--- src/rtl/dem_tree_sequencer_pkg.sv ---
// Shared constants, state encoding and code saturation helper for the
// thermometer-tree DEM sequencer.
package lib_switchblock_pkg;

   localparam int INPUT_WIDTH      = 4;
   localparam int DEF_MAX_CODE     = 8;
   localparam int DEF_TREE_LATENCY = 3;

   typedef enum logic [1:0] {
      ST_IDLE  = 2'd0,
      ST_FILL  = 2'd1,
      ST_RUN   = 2'd2,
      ST_FLUSH = 2'd3
   } seq_state_e;

   function automatic logic [INPUT_WIDTH-1:0] sat_code(
      input logic [INPUT_WIDTH-1:0] code,
      input logic [INPUT_WIDTH-1:0] max_code
   );
      return (code > max_code) ? max_code : code;
   endfunction

endpackage

--- src/rtl/dem_tree_sequencer_if.sv ---
// Code handshake between the code source (master) and the sequencer (slave).
interface dem_tree_sequencer_if;
   import lib_switchblock_pkg::*;

   logic [INPUT_WIDTH-1:0] code_i;
   logic                   code_valid_i;
   logic                   code_ready_o;

   modport master (output code_i, output code_valid_i, input code_ready_o);
   modport slave  (input code_i, input code_valid_i, output code_ready_o);

endinterface

--- src/rtl/dem_tree_sequencer_valid_pipe.sv ---
// Valid-bit shift register tracking accepted codes through the switching layers.
module dem_valid_pipe #(
   parameter int DEPTH = 3
) (
   input  logic clk_i,
   input  logic reset_i,
   input  logic in_i,
   output logic out_o
);

   logic [DEPTH-1:0] stage_r;

   // shift acceptance bits one layer per cycle
   always_ff @(posedge clk_i) begin
      if (!reset_i) begin
         stage_r <= '0;
      end else begin
         stage_r[0] <= in_i;
         for (int i = 1; i < DEPTH; i++) begin
            stage_r[i] <= stage_r[i-1];
         end
      end
   end

   assign out_o = stage_r[DEPTH-1];

endmodule

--- src/rtl/dem_tree_sequencer.sv ---
// Sequencer feeding saturated codes into a registered DEM switching tree and
// tracking which leaf outputs belong to accepted codes.
module dem_tree_sequencer
   import lib_switchblock_pkg::*;
#(
   parameter int TREE_LATENCY = DEF_TREE_LATENCY,
   parameter int MAX_CODE     = DEF_MAX_CODE
) (
   input  logic                   clk_i,
   input  logic                   reset_i,
   input  logic                   enable_i,
   input  logic                   flush_i,
   dem_tree_sequencer_if.slave    code_bus,
   output logic [INPUT_WIDTH-1:0] tree_x_o,
   output logic                   out_valid_o,
   output logic                   busy_o,
   output logic                   ovf_o,
   output logic                   udf_o,
   output logic [15:0]            sample_cnt_o
);

   localparam int CNT_W = (TREE_LATENCY > 1) ? $clog2(TREE_LATENCY) : 1;
   localparam logic [INPUT_WIDTH-1:0] MAX_CODE_W = INPUT_WIDTH'(MAX_CODE);

   seq_state_e             state_r, next_state_s;
   logic [CNT_W-1:0]       phase_cnt_r;
   logic                   phase_done_s, active_s, accept_s, enter_fill_s;
   logic                   ready_next_s, busy_next_s;
   logic [INPUT_WIDTH-1:0] tree_x_r;
   logic                   root_valid_r, ready_r, busy_r, ovf_r, udf_r, pipe_out_s;
   logic [15:0]            sample_cnt_r;

   assign phase_done_s = (phase_cnt_r == CNT_W'(TREE_LATENCY - 1));
   assign active_s     = (state_r == ST_FILL) || (state_r == ST_RUN);
   assign accept_s     = active_s && code_bus.code_valid_i;
   assign enter_fill_s = (state_r == ST_IDLE) && (next_state_s == ST_FILL);

   // state register with per-phase cycle counter for FILL/FLUSH timing
   always_ff @(posedge clk_i) begin
      if (!reset_i) begin
         state_r     <= ST_IDLE;
         phase_cnt_r <= '0;
      end else begin
         state_r <= next_state_s;
         if (next_state_s != state_r) begin
            phase_cnt_r <= '0;
         end else if (!phase_done_s) begin
            phase_cnt_r <= phase_cnt_r + CNT_W'(1);
         end
      end
   end

   // next-state logic; flush beats enable, FLUSH ignores enable
   always_comb begin
      next_state_s = state_r;
      case (state_r)
         ST_IDLE:  if (enable_i && !flush_i) next_state_s = ST_FILL;
                   else                      next_state_s = ST_IDLE;
         ST_FILL:  if (flush_i || !enable_i) next_state_s = ST_FLUSH;
                   else if (phase_done_s)    next_state_s = ST_RUN;
                   else                      next_state_s = ST_FILL;
         ST_RUN:   if (flush_i || !enable_i) next_state_s = ST_FLUSH;
                   else                      next_state_s = ST_RUN;
         ST_FLUSH: if (phase_done_s)         next_state_s = ST_IDLE;
                   else                      next_state_s = ST_FLUSH;
         default:                            next_state_s = ST_IDLE;
      endcase
   end

   // state decodes, registered below so they track state_r exactly
   always_comb begin
      ready_next_s = (next_state_s == ST_FILL) || (next_state_s == ST_RUN);
      busy_next_s  = (next_state_s != ST_IDLE);
   end

   // root register, sticky flags and output sample counter
   always_ff @(posedge clk_i) begin
      if (!reset_i) begin
         ready_r      <= 1'b0;
         busy_r       <= 1'b0;
         tree_x_r     <= '0;
         root_valid_r <= 1'b0;
         ovf_r        <= 1'b0;
         udf_r        <= 1'b0;
         sample_cnt_r <= 16'd0;
      end else begin
         ready_r      <= ready_next_s;
         busy_r       <= busy_next_s;
         root_valid_r <= accept_s;
         if (accept_s) begin
            tree_x_r <= sat_code(code_bus.code_i, MAX_CODE_W);
         end else begin
            tree_x_r <= '0;
         end
         if (enter_fill_s) begin
            ovf_r        <= 1'b0;
            udf_r        <= 1'b0;
            sample_cnt_r <= 16'd0;
         end else begin
            if (accept_s && (code_bus.code_i > MAX_CODE_W)) ovf_r <= 1'b1;
            if ((state_r == ST_RUN) && !code_bus.code_valid_i) udf_r <= 1'b1;
            if (pipe_out_s) sample_cnt_r <= sample_cnt_r + 16'd1;
         end
      end
   end

   // the root register is the first layer; the pipe covers the remaining delay
   dem_valid_pipe #(.DEPTH(TREE_LATENCY)) u_valid_pipe (
      .clk_i   (clk_i),
      .reset_i (reset_i),
      .in_i    (root_valid_r),
      .out_o   (pipe_out_s)
   );

   assign code_bus.code_ready_o = ready_r;
   assign tree_x_o              = tree_x_r;
   assign out_valid_o           = pipe_out_s;
   assign busy_o                = busy_r;
   assign ovf_o                 = ovf_r;
   assign udf_o                 = udf_r;
   assign sample_cnt_o          = sample_cnt_r;

endmodule

--- src/flat_wrapper.sv ---
// flat-port wrapper written by rule: the top's interface ports become plain ports
module dem_tree_sequencer_flat import lib_switchblock_pkg::*;
#(
   parameter int TREE_LATENCY = DEF_TREE_LATENCY,
   parameter int MAX_CODE     = DEF_MAX_CODE
)
  (clk_i, reset_i, enable_i, flush_i, tree_x_o, out_valid_o, busy_o, ovf_o, udf_o, sample_cnt_o, code_bus_code_i, code_bus_code_valid_i, code_bus_code_ready_o);
  dem_tree_sequencer_if code_bus_i ();
  input  logic clk_i;
  input  logic reset_i;
  input  logic enable_i;
  input  logic flush_i;
  output logic [INPUT_WIDTH-1:0] tree_x_o;
  output logic out_valid_o;
  output logic busy_o;
  output logic ovf_o;
  output logic udf_o;
  output logic [15:0] sample_cnt_o;
  input wire logic [$bits(code_bus_i.code_i)-1:0] code_bus_code_i;
  input wire logic [$bits(code_bus_i.code_valid_i)-1:0] code_bus_code_valid_i;
  output wire logic [$bits(code_bus_i.code_ready_o)-1:0] code_bus_code_ready_o;
  assign code_bus_i.code_i = code_bus_code_i;
  assign code_bus_i.code_valid_i = code_bus_code_valid_i;
  assign code_bus_code_ready_o = code_bus_i.code_ready_o;
  dem_tree_sequencer #(.TREE_LATENCY(TREE_LATENCY), .MAX_CODE(MAX_CODE)) u_core (.clk_i(clk_i), .reset_i(reset_i), .enable_i(enable_i), .flush_i(flush_i), .code_bus(code_bus_i), .tree_x_o(tree_x_o), .out_valid_o(out_valid_o), .busy_o(busy_o), .ovf_o(ovf_o), .udf_o(udf_o), .sample_cnt_o(sample_cnt_o));
endmodule
--- config.mk ---
export PLATFORM = sky130hd
export DESIGN_NAME = dem_tree_sequencer_flat
export DESIGN_NICKNAME = d
export VERILOG_FILES = /design/src/rtl/dem_tree_sequencer_pkg.sv /design/src/rtl/dem_tree_sequencer_if.sv /design/src/rtl/dem_tree_sequencer_valid_pipe.sv /design/src/rtl/dem_tree_sequencer.sv /design/src/flat_wrapper.sv
export SDC_FILE = /design/constraint.sdc
export NUM_CORES = 1
export LEC_CHECK = 0
export CAP_MARGIN = 10
export CELL_PAD_IN_SITES_DETAIL_PLACEMENT = 1
export CELL_PAD_IN_SITES_GLOBAL_PLACEMENT = 2
export CORE_ASPECT_RATIO = 0.5
export CORE_UTILIZATION = 30
export CTS_BUF_LIST = sky130_fd_sc_hd__clkbuf_8
export DETAILED_ROUTE_END_ITERATION = 7
export GPL_TIMING_DRIVEN = 0
export PLACE_DENSITY_LB_ADDON = 0.1
export SLEW_MARGIN = 20
export SYNTH_ARGS = -nofsm -noshare
export SYNTH_HDL_FRONTEND = slang
export SYNTH_HIERARCHICAL = 1
export SYNTH_SLANG_ARGS = --single-unit
--- constraint.sdc ---
create_clock -name clk_i -period 2.7 [get_ports clk_i]
set_clock_uncertainty 0.05 [all_clocks]
set_input_delay 0.27 -clock clk_i [delete_from_list [all_inputs] [get_ports clk_i]]
set_output_delay 0.27 -clock clk_i [all_outputs]
set_load 0.005 [all_outputs]
==> results of run 1 <==
[cell families (layout without fill, tap and decap cells)]
| group | count (synthesis) | after routing | share of synthesized area (%) |
|---|---|---|---|
| compound gates | 12 | 12 | 5.33 |
| buf+inv | 13 | 54 | 4.34 |
| mux | 2 | 2 | 1.45 |
| simple gates | 64 | 64 | 24.4 |
| flops | 32 | 32 | 46.3 |
| xor+xnor | 16 | 16 | 10.1 |
| fa+ha+maj | 9 | 9 | 8.13 |
[cells in the mapped netlist (all sizes together)]
cell type	instances	area, um^2
a21oi	4	20.0
and2	7	43.8
mux2i	2	20.0
o21ai	3	15.0
xnor2	11	96.3
ha	9	113
nor2	21	78.8
nor4	1	21.3
nand2	10	37.5
nand4	5	31.3
or3	4	26.3
nand3	3	15.0
and4	1	10.0
nor3	5	30.0
inv	10	37.5
dfxtp	32	641
clkbuf	1	3.75
xor2	5	43.8
and3	1	6.26
buf	2	18.8
o21a	2	15.0
o31ai	1	7.51
a21boi	1	7.51
a41oi	1	8.76
nand2b	1	6.26
nor2b	5	31.3
[state kept, by name (all words and copies together) (netlist names)]
signal,count
u_core/u_valid_pipe/stage_r,3
u_core/root_valid_r,1
u_core/sample_cnt_o,16
u_core/phase_cnt_r,2
u_core/udf_o,1
u_core/state_r,2
u_core/code_bus.code_ready_o,1
u_core/ovf_o,1
u_core/busy_o,1
u_core/tree_x_o,4
[metal layers]
layer | up-vias | wire length [um]
li1 | 560 | -
met1 | 522 | 1380
met2 | 16 | 1320
met3 | 5 | 115
met4 | 0 | 29
met5 | - | 0
[power groups by stage]
stage / combinational, W / clock [W] / sequential [W]
4_1_cts: 0.000106 / 0.000469 / 0.000493
3_3_place_gp: 0.000102 / 0 / 0.000504
6_report: 0.000107 / 0.000447 / 0.000493
2_1_floorplan: 0.0000610 / 0 / 0.000504
3_5_place_dp: 0.000103 / 0 / 0.000504
5_1_grt: 0.000122 / 0.000496 / 0.000495
[layout make-up]
cell class                      count  area [um^2]
Fill cell                         528         2510
Multi-Input combinational cell    103          698
Sequential cell                    32          641
Timing Repair Buffer               33          330
Tap cell                           57         71.3
Clock buffer                        5         68.8
Clock inverter                      3         38.8
Inverter                           10         37.5
Buffer                              3         23.8
[final timing paths]
path	start	endpoint	slack, ns	depth (start not counted)
max	u_core/state_r[0]	u_core/udf_o	0.31	10
min reg2reg	u_core/root_valid_r	u_core/u_valid_pipe/stage_r[0]	0.38	1
max reg2reg	u_core/state_r[0]	u_core/udf_o	0.31	10
min	u_core/root_valid_r	u_core/u_valid_pipe/stage_r[0]	0.38	1
[through the flow]
stage                     power [W]  hold slack (ns)  instance area [um^2]  util [%]
after global placement     0.000606            0.375                  1790      40.4
after global routing        0.00111            0.411                  1910      43.2
after CTS                   0.00107            0.389                  1900      42.9
after detailed placement   0.000607            0.377                  1790      40.4
final                       0.00105            0.384                  1910      43.2
after floorplan            0.000565            0.338                  1390         -
[what timing repair did]
item / CTS / global route
hold endpoints to repair: 0 / 0
hold buffers: 0 / 0
gates resized for setup: 1 / 3
endpoints found under the setup margin: 10 / 10
==> results.env, run 1 <==
POWER_FRAC_SEQ_PCT=47.1
CLOCK_LATENCY_NS=0.28
DP.FINAL_HPWL_MM=2.07
POWER.INTERNAL_W=0.000808
GP_CONGESTION=0.658
FINAL_MIN_PERIOD_OVER_CLOCK_PERIOD_PCT=88.3
P_SW_W=0.000240
WORST-PATH-MAX-FANOUT=10
ANTENNA_VIOLATING_NETS_POST_ROUTE=0
GRT_MAX_DEGREE=12
POST-ROUTE-MIN-PERIOD_NS=2.39
AREAGROWTHSYNTHTOFINISH_PCT=37.8
GRT_SETUP_UNREPAIRED='false'
TIMING.CRITICAL_PATH.FROM_TYPE='register'
GR-MAX-USAGE-LAYER='met2'
INSTANCES_NO_FILL=246
DIEAREA_UM2=4910
DIE_H_UM=50.0
IO-PIN-COUNT=34
CRIT_PATH_TOP_DELAY_CELL='sky130_fd_sc_hd__dfxtp_1'
FINAL_HOLD_VIOL_COUNT=0
MIN_PATH_TYPE='register to register'
FMAX_MHz=419
TIGHTEST_SLEW_NS=0.348
CRITPATHCAPTURETYPE='register'
SYNTH-SEQ-AREA-SHARE_PCT=46.3
GRT_FIRST_PASS_WIRELENGTH_MM=5.04
CRIT_FAMILY='compound AO/OA/AOI/OAI gates'
VDD_DROP_MAX_mV=0.229
GLOBALROUTEMET2UTIL_PCT=22.2
REPORT.FINAL.SLEW_VIOL_COUNT=0
DRC=1
MAPPEDNETLISTAREA_UM2=1390
POWER.SWITCHING_FRACTION_PCT=22.9
TIMING.SETUP.CRITICAL_PATH_CLASS='register to register'
DRV_CAP=0
LAYOUT_COMMON_CELLS='33 x sky130_fd_sc_hd__clkdlybuf4s50_1, 32 x sky130_fd_sc_hd__dfxtp_1, 21 x sky130_fd_sc_hd__nor2_1, 11 x sky130_fd_sc_hd__inv_1, 11 x sky130_fd_sc_hd__xnor2_1'
CTS.PATH.MAX_BUFFERS=2
CTS_SETUP_BUFFERS=0
CTS-HTREE-LEVELS=2
WORST-ENDPOINT-ARRIVAL_NS=2.55
FRACTION_OF_LAYOUT_INSTANCES_USING_A_DRIVE_STRENGTH_ABOVE_1_PCT=7.94
YOSYSWARNINGS=6
POSTSYNTHCELLCOUNT=148
SLOWEST_DELAY_NS=0.40
CELLLEAKAGEPOWER_nW=0.698
DRT-INITIAL-DRC-COUNT=27
ANTENNA_CELLS_INSERTED=0
GRT_USE_MET1_PCT=16.1
ROW_COUNT=17
LAYOUT.NETS=206
POWER.SHARE.CLOCK_PCT=42.7
SYNTH_SEQ_CELLS=32
ROUTED_WIRE_LENGTH_PER_INSTANCE_UM=11.5
COMBINATIONALPOWERSHARE_PCT=10.2
WORSTPATHBUFFERINVERTERCOUNT=3
NUMBER_OF_ITERATIONS_IN_THE_FIRST_DETAILED_ROUTING_PASS=6
FIRST_GLOBAL_VIAS=1104
GRT_ANTENNA_BEFORE_REPAIR=0
IO_BUFFERS=33
CTS_INSERTED_BUFFERS=5
WORSTPATHCELLLIST='inv_1, ha_1, o21a_1, o31ai_4, inv_1, ha_1, nand2_1, nand2_1, clkbuf_2, nor2_1'
DESIGN.CORE.AREA_UM2=4420
GLOBAL_ROUTE.USAGE.MET3_PCT=5.11
VIOLATIONS='design-rule violations'
RUN_STATUS='complete, but fails checks'
CTS_TREE='built'
GRTUSAGETOTAL_PCT=13.7
SETUP_SLACK_NS=0.315
POST_SYNTH_NUM_CELL_TYPES=29
PWR_CELL_AREA_nW_PER_UM2=548
CHIPWIDTH_UM=98.1
DRT-TOTAL-WL_MM=2.84
SETUP_VIOL=0
CP_DATA_REQUIRED_TIME_NS=2.86
CLOCK_SINK_COUNT=32
MOSTFREQUENTLAYOUTCELL='sky130_fd_sc_hd__clkdlybuf4s50_1'
SETUP-TNS-FINAL_NS=0
SYN_NETS=166
DETAILROUTE.VIA_COUNT=1103
OVERFLOW=0
POST_SYNTH.CELL_AREA_AVG_UM2=9.36
CLOCK_ROOT_CELL='sky130_fd_sc_hd__clkbuf_8'
START_UTIL_PCT=31.3
WORST_SETUP_HOLD_PATH_CLK_SLEW_NS=0.07
POST_DETAILED_ROUTE_VIA_TO_CELL_RATIO=4.48
DP_CELLS=238
SLEW_HEADROOM_PCT=76.7
DETAILEDPLACE.WORSTSLACK_NS=-0.0305
No activity file was read; power rests on OpenSTA's default activity.
==> inputs of run 2 (changes only) <==
Settings changed: GPL_ROUTABILITY_DRIVEN set to 0.
==> results of run 2 <==
Same layout as run 1: the final DEF is identical, and so are final timing and power.
